$ cat src/rtl/mem2rw_arbiter.sv
// mem2rw_arbiter: round-robin dual-grant arbiter for a shared 2-port memory with hazard blocking and read return
module mem2rw_arbiter #(
  parameter int NREQ   = 4,
  parameter int ADDR_W = 5,
  parameter int DATA_W = 64,
  parameter int CNT_W  = 16
) (
  input  logic                     clock,
  input  logic                     reset,
  input  logic [NREQ-1:0]          req_valid,
  output logic [NREQ-1:0]          req_ready,
  input  logic [NREQ-1:0]          req_we,
  input  logic [NREQ*ADDR_W-1:0]   req_addr,
  input  logic [NREQ*DATA_W-1:0]   req_wdata,
  output logic [NREQ-1:0]          rsp_valid,
  output logic [NREQ*DATA_W-1:0]   rsp_rdata,
  output logic [ADDR_W-1:0]        p1addr,
  output logic [DATA_W-1:0]        p1wdata,
  output logic                     p1we,
  input  logic [DATA_W-1:0]        p1rdata,
  output logic [ADDR_W-1:0]        p2addr,
  output logic [DATA_W-1:0]        p2wdata,
  output logic                     p2we,
  input  logic [DATA_W-1:0]        p2rdata,
  output logic [CNT_W-1:0]         conflict_cnt
);
  localparam int IW = $clog2(NREQ);
  logic [IW-1:0] rr_q, rr_d, g1, g2, idx;
  logic g1_v, g2_v, skip;
  logic [NREQ-1:0] pend_q, pend_d, port_q, port_d;
  logic [CNT_W-1:0] cnt_q, cnt_d;
  logic [ADDR_W-1:0] addr [NREQ];
  logic [DATA_W-1:0] wdata [NREQ];

  function automatic logic [IW-1:0] wrap(input int v);
    return IW'(v >= NREQ ? v - NREQ : v);
  endfunction

  for (genvar i = 0; i < NREQ; i++) begin : g_slice
    assign addr[i]  = req_addr[i*ADDR_W +: ADDR_W];
    assign wdata[i] = req_wdata[i*DATA_W +: DATA_W];
    assign rsp_rdata[i*DATA_W +: DATA_W] = pend_q[i] ? (port_q[i] ? p2rdata : p1rdata) : '0;
  end

  // Scan from rr_q: first valid wins port 1, first hazard-free follower wins port 2
  always_comb begin
    g1_v = 1'b0;
    g2_v = 1'b0;
    g1 = '0;
    g2 = '0;
    idx = '0;
    skip = 1'b0;
    for (int k = 0; k < NREQ; k++) begin
      idx = wrap(int'(rr_q) + k);
      if (reset && req_valid[idx]) begin
        if (!g1_v) begin
          g1_v = 1'b1;
          g1 = idx;
        end else if (!g2_v) begin
          if (addr[idx] == addr[g1] && (req_we[idx] || req_we[g1])) skip = 1'b1;
          else begin
            g2_v = 1'b1;
            g2 = idx;
          end
        end
      end
    end
  end

  always_comb begin
    req_ready = '0;
    pend_d = '0;
    port_d = '0;
    if (g1_v) begin
      req_ready[g1] = 1'b1;
      pend_d[g1] = !req_we[g1];
    end
    if (g2_v) begin
      req_ready[g2] = 1'b1;
      pend_d[g2] = !req_we[g2];
      port_d[g2] = 1'b1;
    end
    rr_d = g1_v ? wrap(int'(g2_v ? g2 : g1) + 1) : rr_q;
    cnt_d = (skip && cnt_q != '1) ? cnt_q + 1'b1 : cnt_q;
  end

  assign p1addr  = g1_v ? addr[g1] : '0;
  assign p1wdata = g1_v ? wdata[g1] : '0;
  assign p1we    = g1_v && req_we[g1];
  assign p2addr  = g2_v ? addr[g2] : '0;
  assign p2wdata = g2_v ? wdata[g2] : '0;
  assign p2we    = g2_v && req_we[g2];
  assign rsp_valid = pend_q;
  assign conflict_cnt = cnt_q;

  always_ff @(posedge clock or negedge reset) begin
    if (!reset) begin
      rr_q <= '0;
      pend_q <= '0;
      port_q <= '0;
      cnt_q <= '0;
    end else begin
      rr_q <= rr_d;
      pend_q <= pend_d;
      port_q <= port_d;
      cnt_q <= cnt_d;
    end
  end
endmodule

$ cat config.mk
export PLATFORM = sky130hd
export DESIGN_NAME = mem2rw_arbiter
export DESIGN_NICKNAME = d
export VERILOG_FILES = /design/src/rtl/mem2rw_arbiter.sv
export SDC_FILE = /design/constraint.sdc
export NUM_CORES = 1
export LEC_CHECK = 0
export CAP_MARGIN = 20
export CORE_AREA = 5 5 321 323
export DETAILED_ROUTE_END_ITERATION = 7
export DIE_AREA = 0 0 326 328
export SYNTH_ARGS = -nofsm -noshare
export SYNTH_HDL_FRONTEND = slang
export SYNTH_SLANG_ARGS = --single-unit
export TNS_END_PERCENT = 20
$ cat constraint.sdc
create_clock -name clock -period 10.6 [get_ports clock]
set_input_delay 2.65 -clock clock [delete_from_list [all_inputs] [get_ports clock]]
set_output_delay 2.65 -clock clock [all_outputs]
set_load 0.1 [all_outputs]
==> impl_results.md <==
* Layout cells sized above 1 at 0.160
* Clk Tree Root Cell: clkbuf_16
* CP Capture Type: output port
* Clk sinks at 26
* Dominant synthesized flop cell: dfrtp_1
* Req. time, crit path at 7.95 ns
* Fill cell count at 10,900
* Tcrit/Tclk final at 0.962
* Worst EP arrival at 7.55 ns
* Wire length per cell at 29.5 microns
* Die H at 328 microns
* Clock-pin slew on the worst setup and hold paths at 0.07 ns
* CTS max path bufs at 2
* Final #Nets at 2,740
* Row count at 116
* Slew Limit Fails at 0
* Area growth syn-to-layout at 89.0%
* Die Wd at 326 microns
* Worst-Skew Late Latency at 0.27 ns
* Die ar. at 107,000 sq um
* Starting Density at 0.123
* Register area share after synthesis at 0.0533
* CTS H-tree lvls at 1
* Via count at 16,200
* Global route overflow at 0
* Mapped Area at 12,200 sq um
* Initial antenna violation count at 61
* Slew margin rel. at 0.239
* Most common cell after layout, fill and taps aside: clkdlybuf4s50_1
* Post-route ant nets at 0
* Syn avg cell area at 7.69 sq um
* Most frequent cells in the layout: 663 x clkdlybuf4s50_1, 356 x mux2i_1, 263 x nor2b_1, 230 x nor2_1, 120 x buf_12
* # IOs at 834
* Number of remaining DRC errors at 0
* Post-Syn Nets at 2,002
* First-pass GRT wire length at 141 mm
* Hold-fix buffers at CTS at 0
* Largest net degree at the start of global routing at 65
* Maxcap violations at 0
* Skew final at 0.00686 ns
* CTS tree: built
* IO Port Bufs at 833
* Worst Tran Pin Value at 1.14 ns
* RSZ-0062 raised after global routing: false
* Post-Syn Instances at 1,586
* Register area at 673 sq um
* DP HPWL at 90.7 mm
* Vias per inst at 4.46
* Area occupied by multi-input gates at 10,700 sq um
* Worst setup path class: in2out
* Share of flip-flops with an asynchronous set or reset at 1.00
* Placer congestion estimate at 0.919
* Flops & latches, synth at 26
* Synth warn at 0
* DRT iter0 DRCs at 1,087
* Setup_tns at 0 ns
* Cts repair resizes at 0
* Drt total wl at 107 mm
* Endpoints failing hold at 0
* Num CTS Buffers at 3
* CP startpoint kind: primary input
* Max Freq at 98.0 MHz
* Hold crit path type: reg2reg
* Status: complete, no violations
* Vias in the first global route at 15,400
* Post-synthesis cell type count at 68
* Critical path fanouts, max at 50
* Number of setup buffers added after CTS at 0
* Post-synth EDFFs at 0
* Drt first pass iters at 5
* Final setup vio count at 0
* All-Layer GR Usage at 0.186
* Placeable Area at 99,600 sq um
* Post-layout min period at 10.20 ns
Yosys cell counts, drive strengths merged (2+ instances only):
master	count	area [sq um]
o31ai	3	22.5
buf	66	504
or2	4	25.0
o21ai	17	85.1
clkbuf	104	392
inv	12	45.0
o221a	70	788
a21oi	20	104
and3	8	50.1
a31oi	5	31.3
dfrtp	26	651
mux2i	360	3620
mux4	18	405
a21o	7	52.6
nor4	2	12.5
a22oi	2	15.0
nor3b	3	37.5
and2	7	43.8
ha	2	25.0
nor2	233	882
nand4	2	12.5
xnor2	24	210
xor2	13	114
nand2	32	120
nor3	76	390
nand3	9	45.0
a22o	2	17.5
nor2b	264	1650
nand2b	12	75.1
o32ai	2	17.5
nand3b	2	15.0
o22ai	5	51.3
mux2	77	871
a211oi	77	583
or3	2	12.5
o2111ai	2	17.5
through the flow:
stage / util / instances / worst slack (ns) / hold slack (ns) / area (sq um)
floorplan: - / 1586 / 0.0216 / 0.985 / 12200
detailed placement: 0.230 / 3617 / 0.470 / 0.494 / 22900
CTS: 0.231 / 3621 / 0.431 / 0.504 / 23000
global route: 0.231 / 3622 / 0.107 / 0.515 / 23000
global placement: 0.230 / 3617 / 0.499 / 0.478 / 22900
finish: 0.232 / 3629 / 0.399 / 0.507 / 23100
registers in the layout (all words and copies together) (netlist names):
| name | cells |
|---|---|
| rsp_valid | 4 |
| rr_q | 2 |
| conflict_cnt | 16 |
| port_q | 4 |
metal layers:
layer  vias up  share of wire  track usage
met5         -         0.0016            0
met4        26          0.018       0.0228
met3       139          0.090       0.0602
met2       853           0.47        0.315
met1      7936           0.42        0.238
li1       7217              -            -
worst max-delay path: stages:
cell and delay [ns]:
clkdlybuf4s50_1 0.47, nor2b_1 0.24, a21o_1 0.14, o211a_1 0.16, ha_1 0.33, buf_4 0.26
mux4_2 0.53, xnor2_1 0.20, nand2_1 0.09, o41a_1 0.56, a211oi_1 0.46, a22o_1 0.25
or2_1 0.17, nand2b_4 0.23, buf_12 0.25, o221a_1 0.31, buf_12 0.19
final cells by class:
cell class                 count  area share
tap                         1298      0.0704
antenna                        8    0.000868
clock inverter                 1     0.00130
clock buffer                   3     0.00325
sequential                    26      0.0292
multi-input combinational   1378       0.462
timing repair buffer         903       0.431
inverter                      12     0.00195
kinds of logic after synthesis:
logic type               Yosys count  synth area share
XOR/XNOR                          37            0.0266
adder cells (fa/ha/maj)            2           0.00205
AO/OA/AOI/OAI                    225             0.161
buffers and inverters            182            0.0771
AND/OR/NAND/NOR                  659             0.279
flip-flops                        26            0.0533
multiplexers                     455             0.402
path summary, 6_finish.rpt:
kind / startpoint / endpoint / slack, ns / cells past startpoint
worst min register to register: conflict_cnt[9]$_DFFE_PN0P_ / conflict_cnt[9]$_DFFE_PN0P_ / 0.51 / 1
min in group asynchronous: reset / conflict_cnt[3]$_DFFE_PN0P_ / 2.55 / 2
max in group asynchronous: reset / port_q[3]$_DFF_PN0_ / 7.68 / 2
worst max-delay path: req_valid[0] / p2wdata[34] / 0.40 / 17
worst min-delay path: conflict_cnt[9]$_DFFE_PN0P_ / conflict_cnt[9]$_DFFE_PN0P_ / 0.51 / 1
worst max register to register: rr_q[0]$_DFFE_PN0P_ / rsp_valid[3]$_DFF_PN0_ / 5.57 / 13
Power is left out: the tool's default activity adds up to more than one toggle a clock period on the data nets, which glitch-free logic cannot reach.
